$ cat src/rtl/mpf_vtp_pt_host_arb.sv
// Page-table walker host port arbiter: N_REQ requesters share one host read and one host write port.
// Define MPF_VTP_PT_HOST_ARB_STATS_EN to build the per-requester saturating read grant counters.
module mpf_vtp_pt_host_arb #(
    parameter int N_REQ        = 2,
    parameter int CL_ADDR_BITS = 42,
    parameter int CL_DATA_BITS = 512,
    parameter int MDATA_BITS   = 16,
    parameter int WR_DATA_BITS = 64,
    parameter int IDX_BITS     = $clog2(N_REQ),
    parameter int UP_TAG_BITS  = MDATA_BITS - IDX_BITS
) (
    input  logic                                     clk,
    input  logic                                     reset,

    input  logic [N_REQ-1:0]                         up_readEn,
    input  logic [N_REQ-1:0][CL_ADDR_BITS-1:0]       up_readAddr,
    input  logic [N_REQ-1:0][UP_TAG_BITS-1:0]        up_readReqTag,
    output logic [N_REQ-1:0]                         up_readRdy,
    output logic [N_REQ-1:0]                         up_readDataEn,
    output logic [CL_DATA_BITS-1:0]                  up_readData,
    output logic [UP_TAG_BITS-1:0]                   up_readRspTag,

    input  logic [N_REQ-1:0]                         up_writeEn,
    input  logic [N_REQ-1:0][CL_ADDR_BITS-1:0]       up_writeAddr,
    input  logic [N_REQ-1:0][WR_DATA_BITS-1:0]       up_writeData,
    output logic [N_REQ-1:0]                         up_writeRdy,

    output logic                                     dn_readEn,
    output logic [CL_ADDR_BITS-1:0]                  dn_readAddr,
    output logic [MDATA_BITS-1:0]                    dn_readReqTag,
    input  logic                                     dn_readRdy,
    input  logic                                     dn_readDataEn,
    input  logic [CL_DATA_BITS-1:0]                  dn_readData,
    input  logic [MDATA_BITS-1:0]                    dn_readRspTag,

    output logic                                     dn_writeEn,
    output logic [CL_ADDR_BITS-1:0]                  dn_writeAddr,
    output logic [WR_DATA_BITS-1:0]                  dn_writeData,
    input  logic                                     dn_writeRdy,

    output logic [N_REQ-1:0][31:0]                   stat_readGrants
);

    localparam int unsigned NR = N_REQ;

    if (N_REQ != 2 && N_REQ != 4) begin : gBadNReq
        $error("mpf_vtp_pt_host_arb: N_REQ must be 2 or 4");
    end

    // Returns {found, index}; search begins one past the previous winner.
    function automatic logic [IDX_BITS:0] rrPick(input logic [N_REQ-1:0] valid,
                                                 input logic [IDX_BITS-1:0] last);
        logic [IDX_BITS:0] pick;
        logic              found;
        int unsigned       cand;
        pick  = '0;
        found = 1'b0;
        for (int unsigned k = 1; k <= NR; k++) begin
            cand = (32'(last) + k) % NR;
            if (!found && valid[IDX_BITS'(cand)]) begin
                found = 1'b1;
                pick  = {1'b1, IDX_BITS'(cand)};
            end
        end
        return pick;
    endfunction

    logic [N_REQ-1:0]                   rdValid, wrValid;
    logic [N_REQ-1:0][CL_ADDR_BITS-1:0] rdAddr, wrAddr;
    logic [N_REQ-1:0][UP_TAG_BITS-1:0]  rdTag;
    logic [N_REQ-1:0][WR_DATA_BITS-1:0] wrData;
    logic [IDX_BITS-1:0]                rdPtr, wrPtr;
    logic [IDX_BITS:0]                  rdPick, wrPick;
    logic [N_REQ-1:0]                   rdGrant, wrGrant;
    logic [IDX_BITS-1:0]                rdIdx, wrIdx;

    always_comb begin
        rdPick  = rrPick(rdValid & {N_REQ{dn_readRdy}}, rdPtr);
        wrPick  = rrPick(wrValid & {N_REQ{dn_writeRdy}}, wrPtr);
        rdIdx   = rdPick[IDX_BITS-1:0];
        wrIdx   = wrPick[IDX_BITS-1:0];
        rdGrant = rdPick[IDX_BITS] ? (N_REQ'(1) << rdIdx) : '0;
        wrGrant = wrPick[IDX_BITS] ? (N_REQ'(1) << wrIdx) : '0;
    end

    // A buffer being granted this cycle can accept a new request on the same edge.
    assign up_readRdy  = ~rdValid | rdGrant;
    assign up_writeRdy = ~wrValid | wrGrant;

    always_ff @(posedge clk or posedge reset) begin
        if (reset) begin
            rdValid       <= '0;
            rdAddr        <= '0;
            rdTag         <= '0;
            rdPtr         <= IDX_BITS'(N_REQ - 1);
            dn_readEn     <= 1'b0;
            dn_readAddr   <= '0;
            dn_readReqTag <= '0;
        end else begin
            dn_readEn <= rdPick[IDX_BITS];
            if (rdPick[IDX_BITS]) begin
                rdPtr         <= rdIdx;
                dn_readAddr   <= rdAddr[rdIdx];
                dn_readReqTag <= {rdIdx, rdTag[rdIdx]};
            end
            for (int unsigned i = 0; i < NR; i++) begin
                if (up_readEn[i]) begin
                    rdValid[i] <= 1'b1;
                    rdAddr[i]  <= up_readAddr[i];
                    rdTag[i]   <= up_readReqTag[i];
                end else if (rdGrant[i]) begin
                    rdValid[i] <= 1'b0;
                end
            end
        end
    end

    always_ff @(posedge clk or posedge reset) begin
        if (reset) begin
            wrValid      <= '0;
            wrAddr       <= '0;
            wrData       <= '0;
            wrPtr        <= IDX_BITS'(N_REQ - 1);
            dn_writeEn   <= 1'b0;
            dn_writeAddr <= '0;
            dn_writeData <= '0;
        end else begin
            dn_writeEn <= wrPick[IDX_BITS];
            if (wrPick[IDX_BITS]) begin
                wrPtr        <= wrIdx;
                dn_writeAddr <= wrAddr[wrIdx];
                dn_writeData <= wrData[wrIdx];
            end
            for (int unsigned i = 0; i < NR; i++) begin
                if (up_writeEn[i]) begin
                    wrValid[i] <= 1'b1;
                    wrAddr[i]  <= up_writeAddr[i];
                    wrData[i]  <= up_writeData[i];
                end else if (wrGrant[i]) begin
                    wrValid[i] <= 1'b0;
                end
            end
        end
    end

    // Response routing: the top tag bits name the requester, the rest return upstream.
    always_ff @(posedge clk or posedge reset) begin
        if (reset) begin
            up_readDataEn <= '0;
            up_readData   <= '0;
            up_readRspTag <= '0;
        end else begin
            for (int unsigned i = 0; i < NR; i++) begin
                up_readDataEn[i] <= dn_readDataEn &&
                                    (dn_readRspTag[MDATA_BITS-1 -: IDX_BITS] == IDX_BITS'(i));
            end
            if (dn_readDataEn) begin
                up_readData   <= dn_readData;
                up_readRspTag <= dn_readRspTag[UP_TAG_BITS-1:0];
            end
        end
    end

`ifdef MPF_VTP_PT_HOST_ARB_STATS_EN
    logic [N_REQ-1:0][31:0] statCnt;

    always_ff @(posedge clk or posedge reset) begin
        if (reset) begin
            statCnt <= '0;
        end else begin
            for (int unsigned i = 0; i < NR; i++) begin
                if (rdGrant[i] && (statCnt[i] != '1)) begin
                    statCnt[i] <= statCnt[i] + 32'd1;
                end
            end
        end
    end

    assign stat_readGrants = statCnt;
`else
    assign stat_readGrants = '0;
`endif

endmodule

$ cat config.mk
export PLATFORM = sky130hd
export DESIGN_NAME = mpf_vtp_pt_host_arb
export DESIGN_NICKNAME = d
export VERILOG_FILES = /design/src/rtl/mpf_vtp_pt_host_arb.sv
export SDC_FILE = /design/constraint.sdc
export NUM_CORES = 2
export LEC_CHECK = 0
export CAP_MARGIN = 10
export CORE_AREA = 2 2 632 634
export DETAILED_ROUTE_END_ITERATION = 12
export DIE_AREA = 0 0 634 636
export GPL_TIMING_DRIVEN = 0
export PLACE_DENSITY = 0.35
export SLEW_MARGIN = 5
export SYNTH_ARGS = -nofsm -noshare
export SYNTH_HDL_FRONTEND = slang
export SYNTH_SLANG_ARGS = --single-unit
$ cat constraint.sdc
create_clock -name clk -period 32.9 [get_ports clk]
set_clock_uncertainty 0.05 [all_clocks]
set_input_delay 3.29 -clock clk [delete_from_list [all_inputs] [get_ports clk]]
set_output_delay 3.29 -clock clk [all_outputs]
set_load 0.1 [all_outputs]
==> results.md <==
- Initial antenna violation count: 187
- Post-synth ARST share: 100%
- Port Buffer Count: 1556
- Cts hold-fix bufs: 0
- CTS resizes: 0
- Largest area contributor in the netlist: dfrtp_1
- Slew @ Worst Pin: 1.43 ns
- Data required, critical path: 29.56 ns
- Placement Setup Slack: 23.01 ns
- Arr. time, crit path: 6.41 ns
- Seq/Total Area, Yosys: 64.9%
- Hold depth: 1
- Worst setup startpoint: dn_readRdy
- CTS H-tree lvls: 4
- Core Rows: 232
- Synth top area cells: dfrtp_1, mux2_2, a221o_1, and2_1, buf_4
- Peak supply drop: 50.6 uV
- Worst hold endpoint: dn_writeData[35]$_DFFE_PP0N_
- Total Nets Final: 5228
- RSZ-0062 raised after global routing: no
- Max_cap viols: 0
- Inst Count DP: 9483
- R2R Setup Slk: 30.37 ns
- Leak Pwr: 26.1 nW
- DR WL/cell: 28.6 um
- Nature of the critical path endpoint: output pin
- Reg clk slew, reported paths: 0.06 ns
- Worst skew pair latency: 0.85 ns
- Routability Congestion: 0.907
- Final ANT Viol Nets: 0
- R2r startpoint: wrValid[0]$_DFFE_PP0P_
- Final period util: 29.6%
- Starting Density: 9.97%
- Routed Wire Length: 280 mm
- Status: finished clean
- Slew HR: 4.62%
- Pwr Density: 72.3 nW/um^2
- Clock root buffer: clkbuf_16
- Top-Level Pins: 1626
- Average size of a mapped cell: 15.4 sq um
- Prevailing post-synth register cell: dfrtp_1
- Slew Limit Fails: 0
- CTS sink count: 1027
- Yosys reg bits: 1027
- Power, Total: 4.85 mW
- Clock Tree Buf Depth: 4
- Count of flip-flops with a built-in enable after synthesis: 0
- Final hold viol count: 0
- CTS tree: yes
- Core ar.: 397000 sq um
- First-pass GRT wire length: 355 mm
- Yosys top cell area share: 64.8%
- Dpl hpwl: 236 mm
- CP max FO: 10
- Fin cells: 9769
- Reg2reg end: dn_writeData[63]$_DFFE_PP0N_
- Syn Std Cell Area: 39600 sq um
- # setup viols final: 0
- Crit Path Category: input pin to output pin
- Total grt overflow: 0
- Setup_tns: 0 ns
- Die Area: 403000 sq um
- Synth cell types: 28
- Min Tclk post-route: 9.75 ns
- Filler instances: 43.7k
- Total GRT Usage: 13.4%
- First-pass DRT Iterations: 5
- DR vias: 30.4k
- Most common cell in the netlist: dfrtp_1
- Top post-synthesis cells by count: dfrtp_1, mux2_2, a221o_1
- Hold WC Path Type: flop to flop
- Cells after synthesis: 2570
- Inserted Clock Buffers: 145
- Ratio of cells with drive above 1 in the final layout: 29.4%
- Area growth syn-to-layout: 69.4%
- R2r worst-path depth: 5
- DRC: 0
- Final worst setup slack: 23.15 ns
- CP startpoint kind: input pin
- Fmax: 103 MHz
- Avg Vias per Cell: 3.11
- Largest net degree at the start of global routing: 111
- Vias in the first global route: 32.1k
- Warnings, synthesis: 0
- Die Span X: 634 um
- Hold_sp: wrData[35]$_DFFE_PP0P_
- Initial DRC Count: 1703
- Die height: 636 um
- Postcts setup bufs: 0
metrics by stage:
stage          utilization [%]  hold WS, ns  area [sq um]
2_1_floorplan                -        0.422         39800
3_3_place_gp              15.6        0.431         62000
3_5_place_dp              15.7        0.419         62400
4_1_cts                   16.9        0.400         67000
5_1_grt                   16.9        0.436         67000
6_report                  16.9        0.402         67100
registers in the layout, summed over array words and instances (netlist names), 16 cells and up:
signal,flops
dn_writeData,64
dn_readAddr,42
rdAddr,84
rdTag,30
wrAddr,84
dn_writeAddr,42
dn_readReqTag,16
wrData,128
up_readData,512
critical path: stages:
cell and delay, ns:
clkdlybuf4s50_1 0.48, nand2_1 0.18, clkbuf_1 0.43, clkbuf_1 0.43, nor2_1 0.16, o21ai_0 0.21
clkdlybuf4s50_1 1.20
area by class of cell:
| cell class | instances | area, sq um | area share (%) |
|---|---|---|---|
| clock buffers | 207 | 4070 | 6.07 |
| flip-flops and latches | 1027 | 25700 | 38.3 |
| clock inverters | 35 | 517 | 0.770 |
| diodes | 44 | 110 | 0.164 |
| inverters | 5 | 26.3 | 0.0392 |
| plain buffers | 228 | 1270 | 1.89 |
| repair buffers | 1585 | 16000 | 23.8 |
| multi-input cells | 1373 | 12900 | 19.2 |
| well taps | 5265 | 6590 | 9.82 |
worst max-delay path by stage:
stage / to / cells after the start
after floorplan: dn_readAddr[0]$_DFFE_PP0N_ / 1
after global placement: dn_writeAddr[3]$_DFFE_PP0N_ / 2
after detailed placement: up_writeRdy[0] / 7
after CTS: up_writeRdy[0] / 7
after global routing: up_writeRdy[0] / 7
final: up_readRdy[0] / 7
power by group:
part	total (mW)	switching, mW	internal (mW)	leakage [nW]
clock	1.58	0.662	0.913	2.23
combinational	1.74	1.30	0.443	11.9
sequential	1.53	0.106	1.42	12.0
total	4.85	2.07	2.78	26.1
layout by cell type, fill, tap and decap left out, drive strengths merged:
master,instances
mux2,853
and2,109
clkinv,19
nand2,10
nor2b,1
a31oi,51
and3,10
bufinv,6
a21o,2
o21ai,53
clkdlybuf4s50,1502
a221o,114
clkinvlp,2
o21bai,2
nand3,49
clkbuf,265
dfstp,2
buf,253
inv,13
dfrtp,1025
a21oi,2
nor2,53
diode,44
conb,64
kinds of logic (layout without fill, tap and decap cells):
logic type	Yosys count	after routing	share of synthesized area [%]
flops	1027	1027	64.9
mux	853	853	24.3
simple gates	232	232	3.12
compound gates	224	224	4.48
other cells	1	108	0.00947
buf+inv	233	2060	3.24
per-layer routing:
metal	track usage [%]	wire, um
met1	14.7	104000
met2	23.8	141000
met3	4.77	23000
met4	4.76	10300
met5	0	800
Power figures use the tool's default switching activity.
